--- src/rtl/receptor_uart_param.sv ---
// UART receiver: oversampled 2-of-3 majority sampling, false-start rejection, optional parity (RX_PARITY_EN).
// Latency: rx_valid rises one clock after the decision tick of the last stop bit.
// Backpressure: one-entry holding register; frames arriving while it is full are dropped and flag overrun.
module receptor_uart_param #(
    parameter int CLK_FREQ   = 100_000_000,
    parameter int BAUD_RATE  = 9_600,
    parameter int OVERSAMPLE = 16,
    parameter int DATA_BITS  = 8,
    parameter int STOP_BITS  = 1,
    parameter int PARITY_ODD = 0
) (
    input  logic                 clk,
    input  logic                 reset,
    input  logic                 rx_d,
    output logic [DATA_BITS-1:0] rx_data,
    output logic                 rx_valid,
    input  logic                 rx_ready,
    output logic                 frame_err,
    output logic                 parity_err,
    output logic                 overrun
);

    localparam int DIV_RAW = CLK_FREQ / (BAUD_RATE * OVERSAMPLE);
    localparam int DIV     = (DIV_RAW < 1) ? 1 : DIV_RAW;
    localparam int TW      = (DIV > 1) ? $clog2(DIV) : 1;
    localparam int SW      = $clog2(OVERSAMPLE);

    localparam logic [TW-1:0] TICK_LAST = TW'(DIV - 1);
    localparam logic [SW-1:0] S_LO      = SW'(OVERSAMPLE / 2 - 1);
    localparam logic [SW-1:0] S_MID     = SW'(OVERSAMPLE / 2);
    localparam logic [SW-1:0] S_DEC     = SW'(OVERSAMPLE / 2 + 1);
    localparam logic [SW-1:0] S_END     = SW'(OVERSAMPLE - 1);
    localparam logic [3:0]    D_LAST    = 4'(DATA_BITS - 1);
    localparam logic [3:0]    P_LAST    = 4'(STOP_BITS - 1);

    typedef enum logic [2:0] {
        ST_IDLE,
        ST_START,
        ST_DATA,
`ifdef RX_PARITY_EN
        ST_PARITY,
`endif
        ST_STOP,
        ST_BREAK
    } state_t;

    state_t                 state, state_nx;
    logic                   rx_m, rx_s;
    logic [TW-1:0]          tick_cnt;
    logic [SW-1:0]          s_cnt;
    logic [3:0]             bit_cnt;
    logic                   smp0, smp1;
    logic [DATA_BITS-1:0]   sh_reg;
    logic                   ferr_acc, perr_acc;
    logic                   tick, dec_tick, end_tick, maj, last_data, last_stop, stop_err;
    logic                   start_clr, shift_en, stop_dec, deliver, bit_inc, bit_clr;
    logic                   hs, load;

    always_ff @(posedge clk or negedge reset) begin
        if (!reset) begin
            rx_m <= 1'b1;
            rx_s <= 1'b1;
        end else begin
            rx_m <= rx_d;
            rx_s <= rx_m;
        end
    end

    assign tick      = (state != ST_IDLE) && (tick_cnt == TICK_LAST);
    assign dec_tick  = tick && (s_cnt == S_DEC);
    assign end_tick  = tick && (s_cnt == S_END);
    // The third vote is the live synchronised sample taken on the decision tick itself.
    assign maj       = (smp0 & smp1) | (smp0 & rx_s) | (smp1 & rx_s);
    assign last_data = (bit_cnt == D_LAST);
    assign last_stop = (bit_cnt == P_LAST);
    assign stop_err  = ferr_acc | ~maj | perr_acc;

    always_ff @(posedge clk or negedge reset) begin
        if (!reset) state <= ST_IDLE;
        else        state <= state_nx;
    end

    always_comb begin
        state_nx = state;
        case (state)
            ST_IDLE:   if (!rx_s) state_nx = ST_START;
            ST_START:  if (dec_tick && maj) state_nx = ST_IDLE;
                       else if (end_tick)   state_nx = ST_DATA;
`ifdef RX_PARITY_EN
            ST_DATA:   if (end_tick && last_data) state_nx = ST_PARITY;
            ST_PARITY: if (end_tick) state_nx = ST_STOP;
`else
            ST_DATA:   if (end_tick && last_data) state_nx = ST_STOP;
`endif
            ST_STOP:   if (dec_tick && last_stop) state_nx = stop_err ? ST_BREAK : ST_IDLE;
            ST_BREAK:  if (rx_s) state_nx = ST_IDLE;
            default:   state_nx = ST_IDLE;
        endcase
    end

`ifdef RX_PARITY_EN
    logic par_en;
`endif

    always_comb begin
        start_clr = 1'b0;
        shift_en  = 1'b0;
        stop_dec  = 1'b0;
        deliver   = 1'b0;
        bit_inc   = 1'b0;
        bit_clr   = 1'b0;
`ifdef RX_PARITY_EN
        par_en    = 1'b0;
`endif
        case (state)
            ST_IDLE:   start_clr = !rx_s;
            ST_DATA: begin
                shift_en = dec_tick;
                bit_inc  = end_tick && !last_data;
                bit_clr  = end_tick && last_data;
            end
`ifdef RX_PARITY_EN
            ST_PARITY: par_en = dec_tick;
`endif
            ST_STOP: begin
                stop_dec = dec_tick;
                deliver  = dec_tick && last_stop;
                bit_inc  = end_tick;
            end
            default: ;
        endcase
    end

    always_ff @(posedge clk or negedge reset) begin
        if (!reset) begin
            tick_cnt <= '0;
            s_cnt    <= '0;
            bit_cnt  <= '0;
            smp0     <= 1'b1;
            smp1     <= 1'b1;
            sh_reg   <= '0;
            ferr_acc <= 1'b0;
        end else begin
            if (start_clr)             tick_cnt <= '0;
            else if (state != ST_IDLE) tick_cnt <= tick ? '0 : tick_cnt + TW'(1);
            if (start_clr)  s_cnt <= '0;
            else if (tick)  s_cnt <= (s_cnt == S_END) ? '0 : s_cnt + SW'(1);
            if (start_clr || bit_clr) bit_cnt <= '0;
            else if (bit_inc)         bit_cnt <= bit_cnt + 4'd1;
            if (tick && s_cnt == S_LO)  smp0 <= rx_s;
            if (tick && s_cnt == S_MID) smp1 <= rx_s;
            if (shift_en) sh_reg <= {maj, sh_reg[DATA_BITS-1:1]};
            if (start_clr)              ferr_acc <= 1'b0;
            else if (stop_dec && !maj)  ferr_acc <= 1'b1;
        end
    end

`ifdef RX_PARITY_EN
    localparam logic PAR_SENSE = (PARITY_ODD != 0);
    always_ff @(posedge clk or negedge reset) begin
        if (!reset)         perr_acc <= 1'b0;
        else if (start_clr) perr_acc <= 1'b0;
        else if (par_en)    perr_acc <= ^sh_reg ^ maj ^ PAR_SENSE;
    end
`else
    logic par_unused;
    assign par_unused = (PARITY_ODD != 0);
    assign perr_acc   = 1'b0;
`endif

    assign hs   = rx_valid && rx_ready;
    assign load = deliver && (!rx_valid || rx_ready);

    always_ff @(posedge clk or negedge reset) begin
        if (!reset) begin
            rx_data   <= '0;
            frame_err <= 1'b0;
            rx_valid  <= 1'b0;
            overrun   <= 1'b0;
        end else begin
            if (load) begin
                rx_data   <= sh_reg;
                frame_err <= ferr_acc | ~maj;
                rx_valid  <= 1'b1;
            end else if (hs) begin
                rx_valid  <= 1'b0;
            end
            if (hs)                       overrun <= 1'b0;
            else if (deliver && rx_valid) overrun <= 1'b1;
        end
    end

`ifdef RX_PARITY_EN
    always_ff @(posedge clk or negedge reset) begin
        if (!reset)    parity_err <= 1'b0;
        else if (load) parity_err <= perr_acc;
    end
`else
    assign parity_err = 1'b0;
`endif

endmodule

--- config.mk ---
export PLATFORM = sky130hd
export DESIGN_NAME = receptor_uart_param
export DESIGN_NICKNAME = d
export VERILOG_FILES = /design/src/rtl/receptor_uart_param.sv
export SDC_FILE = /design/constraint.sdc
export NUM_CORES = 1
export LEC_CHECK = 0
export ABC_AREA = 0
export BUFFER_PORTS_ARGS = -buffer_cell sky130_fd_sc_hd__buf_2
export CAP_MARGIN = 15
export CORE_MARGIN = 5
export CORE_UTILIZATION = 55
export DETAILED_ROUTE_END_ITERATION = 10
export GPL_ROUTABILITY_DRIVEN = 0
export PLACE_DENSITY = 0.74
export SETUP_SLACK_MARGIN = 0.15
export SYNTH_ARGS = -nofsm -noshare
export SYNTH_HDL_FRONTEND = slang
export SYNTH_SLANG_ARGS = --single-unit
--- constraint.sdc ---
create_clock -name clk -period 2.5 [get_ports clk]
set_clock_uncertainty 0.05 [all_clocks]
set_input_delay 0.125 -clock clk [delete_from_list [all_inputs] [get_ports clk]]
set_output_delay 0.125 -clock clk [all_outputs]
set_load 0.02 [all_outputs]
=== Yosys cells after proc, flatten, opt, wreduce, memory -nomap -nowiden ===
Index checks and enable logic that the tools add are counted.

* Add/subtract/negate cells: 3
* Equality and inequality tests: 15
* Mux-type cells: 28
* Bitwise gates (word level): 7
* Reductions and logical operators: 29

{| class="wikitable"
|+ Operators with widths
! operator !! count
|-
| 2-to-1 mux 10 bit || 3
|-
| 2-to-1 mux 3 bit || 7
|-
| 2-to-1 mux 4 bit || 5
|-
| one-hot mux 3 bit (5 select lines) || 1
|-
| logical AND 1 bit || 13
|-
| equality test 4 bit, second input constant || 3
|-
| nonzero test 2 bit || 6
|-
| 2-to-1 mux 1 bit || 11
|-
| adder 10 x 1 -> 10 bit, second input constant || 1
|-
| equality test 10 bit, second input constant || 1
|-
| adder 4 x 1 -> 4 bit, second input constant || 2
|-
| equality test 4 x 3 -> 1 bit, second input constant || 2
|-
| != test 2 bit, second input constant || 4
|-
| equality test 3 x 2 -> 1 bit, second input constant || 2
|-
| AND reduction 5 bit || 1
|-
| zero test 1 bit || 4
|-
| zero test 4 bit || 1
|-
| AND 1 bit || 3
|-
| equality test 3 x 1 -> 1 bit, second input constant || 1
|-
| equality test 3 bit, second input constant || 1
|-
| zero test 3 bit || 1
|-
| != test 3 bit, second input constant || 1
|-
| bitwise OR 1 bit || 3
|-
| nonzero test 3 bit || 1
|-
| 3 further kinds || 4
|}

* Register bits after elaboration: 45
* Bits of input ports: 4
* Output and inout port bits: 12
* Word-level logic and storage cells: 96

=== Logic depth before layout (Yosys ltp) ===
* Word-level depth: 8
* Depth in mapped cells: 8
* Gate-level depth less buffers: 6

=== Least setup slack after synthesis ===
No wires, ideal clock.

* Path type: register to register
* From: reg tick_cnt[0]
* To: reg bit_cnt[3]
* Library setup time: 0.077 ns
* Arrival: 2.035 ns
* Required time: 2.373 ns
* Slack: 0.338 ns
* Stages on the path, launching flop included: 8
* Buffers on the path: 1
* Period minus slack after synthesis: 2.162 ns
* Cell sequence: dfrtp_1 -> inv_1 -> ha_1 -> nand4bb_1 -> or4_1 -> clkbuf_1 -> or4_1 -> a21oi_1

* Longest elaborated chain between the ends: 7
* Elaborated cells on any way between the ends: 10
* Those cells by class: 1 x eq/ne; 3 x mux; 6 x reduce/logical

{| class="wikitable"
|+ RTL lines
! element !! RTL line !! RTL
|-
| from (decl) || 49 || <nowiki>logic [TW-1:0] tick_cnt;</nowiki>
|-
| from (signal assigned) || 145 || <nowiki>else if (state != ST_IDLE) tick_cnt <= tick ? '0 : tick_cnt + TW'(1);</nowiki>
|-
| equality test 10 bit (*) || 69 || <nowiki>assign tick = (state != ST_IDLE) && (tick_cnt == TICK_LAST);</nowiki>
|-
| logical AND 1 bit (*) || 69 ||
|-
| logical AND 1 bit (*) || 71 || <nowiki>assign end_tick = tick && (s_cnt == S_END);</nowiki>
|-
| logical AND 1 bit || 120 || <nowiki>bit_clr = end_tick && last_data;</nowiki>
|-
| 2-to-1 mux 1 bit || 115 || <nowiki>case (state)</nowiki>
|-
| logical OR 1 bit || 148 || <nowiki>if (start_clr || bit_clr) bit_cnt <= '0;</nowiki>
|-
| 2-to-1 mux 4 bit or nonzero test 2 bit (tied branches) || -- ||
|-
| to (signal assigned) || 149 || <nowiki>else if (bit_inc) bit_cnt <= bit_cnt + 4'd1;</nowiki>
|-
| to (decl) || 51 || <nowiki>logic [3:0] bit_cnt;</nowiki>
|}

Mark *: on every way between the ends. The rest lies on a longest branch, timed or not.
A chain may end at the register's enable or synchronous reset.

=== Worst setup path in the final report ===
* From: reg tick_cnt[2]
* To: reg bit_cnt[3]

Same word-level chain as after synthesis.

==> flow_summary.yaml <==
run_status:
  outcome: "finished, final reports clean"
finish:
  nNetsFinal: 245
  area_growth_pct: 15.3
  final_cell_count_no_fill: 285
  multi_input_area_mm2: 0.00105
  antennaDiodeCount: 0
  fin_area_mm2: 0.00258
  layout-drive-gt1-share: 0.268
  register_area_mm2: 0.00113
  n_fill_cell: 325
  final_util: 0.649
  largest_reg_flops: 10
routing:
  wire_per_inst_um: 16.1
  drc: 0
  avgViaCountPerCell: 5.85
  ant_nets: 0
  drt-initial-drc-count: 149
  dr.pass1.iters: 4
  num_vias: 1668
  wl_um: 4590
global_route:
  first_global_vias: 1689
  track_usage: 0.196
  grt_pass1_wl_um: 8040
  grt_antenna_before_repair: 0
  grt_overflow_total: 0
  grt_max_degree: 46
synthesis:
  syn-num-nets: 222
  async_flop_share: 1.00
  yosysTopAreaCell: "dfrtp_1"
  synth_common_cells: "41 x dfrtp_1, 18 x mux2_2, 16 x nand2_1, 14 x nor2_1, 11 x inv_1"
  synth_area_leaders: "dfrtp_1 46%, mux2_2 9.1%, dfstp_2 4.7%"
  yosysWarnings: 0
  synthFlopType: "dfrtp_1"
  syn_area_mm2: 0.00224
  seq_area_frac_synth: 0.506
  synth_top_area_frac: 0.459
  yosysUniqueCellTypes: 46
  synth.most_common_cell: "dfrtp_1"
  syn-instance-count: 211
  ys_seq_elements: 45
  avgSynthCellArea_um2: 10.6
  synth_edf_count: 0
timing:
  tightest_slew_ns: 0.967
  finalHoldViolations: 0
  finalCriticalPeriod_ns: 2.28
  whs_ns: 0.305
  post-route-period-util: 0.911
  max-slew-margin-rel: 0.347
  fmax_mhz: 439
  setup_tns_ns: 0
  setup_viol: 0
  drv_slew: 0
  worst_slack_ns: 0.223
  rsz0062_at_grt: "false"
critical_path:
  start_kind: "flop"
  cp_data_required_time_ns: 2.68
  rrSetupSlack_ns: 0.22
  slowest_stage: "or4_4"
  crit_fanout: 8
  critPathKind: "flop to flop"
  arrival_ns: 2.46
  crit_chain: "or3b_4, or4_4, or4_1, a21oi_1"
  cp.buffers_inverters: 0
  cpPeakStageDelay_ns: 0.59
  cp-end-kind: "flop"
  cp_top_family: "simple AND/OR/NAND/NOR gates"
placed_design:
  dp_slack_ns: 0.0969
  io_buffers: 14
  dp.cells: 272
  placed_area_mm2: 0.00239
  dpl.hpwl_um: 3190
floorplanning:
  core_mm2: 0.00397
  die_width_um: 73.8
  die-height_um: 73.8
  dieArea_mm2: 0.00544
  rows: 23
  ioPinCount: 16
  start_util: 0.563
power_and_ir_drop:
  powerDensity_mw_per_mm2: 520
  power_mw: 1.34
  ir_drop_mv: 0.374
  p_leak_nw: 1.19
clock_tree:
  clockBufferDepth: 2
  clk_pin_slew_worst_paths_ns: 0.10
  h-tree-depth: 2
  root_buffer: "clkbuf_8"
  cts.sinks: 45
  cts_tree: "done"
  clock_latency_ns: 0.31
  numCtsBuffers: 5
hold_path:
  holdCritPathClass: "flop to flop"
run:
  cap_violations: 0
[timing repair]
item / CTS / global route
hold buffers: 3 / 0
pin swaps: 0 / 2
endpoints found under the hold margin: 43 / 0
resized for setup: 2 / 3
setup endpoints to repair: 11 / 17
setup buffers: 0 / 2
[cell families after synthesis]
logic type / synth area share
buffers and inverters: 0.0358
DFF: 0.506
AOI/OAI and AO/OA: 0.0991
muxes: 0.0951
xor gates and xnor gates: 0.0274
adders and majority gates: 0.0436
other: 0.00168
and+or+nand+nor: 0.191
[placed cells by master, fill, tap and decap left out, types with 7 or more instances in the layout]
| cell type | Yosys | routed |
|---|---|---|
| ha_1 | 7 | 7 |
| a21oi_1 | 9 | 9 |
| buf_4 | 1 | 7 |
| nand3_1 | 9 | 8 |
| dfrtp_1 | 41 | 39 |
| nand2_1 | 16 | 16 |
| nor2_1 | 14 | 14 |
| nor3_1 | 7 | 7 |
| mux2_2 | 18 | 18 |
| inv_1 | 11 | 11 |
| buf_2 | 1 | 14 |
[layout make-up]
type | instances | share of cell area
flip-flops and latches | 45 | 0.440
multi-input cells | 146 | 0.407
repair buffers | 25 | 0.0670
clock buffers | 5 | 0.0267
well taps | 50 | 0.0243
clock inverters | 3 | 0.0194
inverters | 11 | 0.0160
[power breakdown]
group          switching, mW  internal, mW  total, mW
logic                 0.0190       0.00758     0.0266
registers            0.00331         0.732      0.735
clock network          0.273         0.306      0.580
[final timing paths]
path / to / start / cells past startpoint
worst min-delay path: rx_s$_DFF_PN1_ / rx_m$_DFF_PN1_ / 0
worst min register to register: rx_s$_DFF_PN1_ / rx_m$_DFF_PN1_ / 0
worst max register to register: bit_cnt[3]$_DFFE_PN0P_ / tick_cnt[2]$_DFFE_PN0P_ / 4
max in group asynchronous: tick_cnt[2]$_DFFE_PN0P_ / reset / 2
min in group asynchronous: tick_cnt[6]$_DFFE_PN0P_ / reset / 2
worst max-delay path: bit_cnt[3]$_DFFE_PN0P_ / tick_cnt[2]$_DFFE_PN0P_ / 4
[metal layers]
| metal | share of wire | routed length, um | up-vias | track usage |
|---|---|---|---|---|
| li1 | - | - | 808 | - |
| met2 | 0.51 | 2330 | 29 | 0.323 |
| met1 | 0.44 | 2020 | 825 | 0.244 |
| met3 | 0.034 | 154 | 6 | 0.0465 |
| met5 | 0 | 0 | - | 0 |
| met4 | 0.017 | 79 | 0 | 0.0845 |
Power figures use the tool's default switching activity.
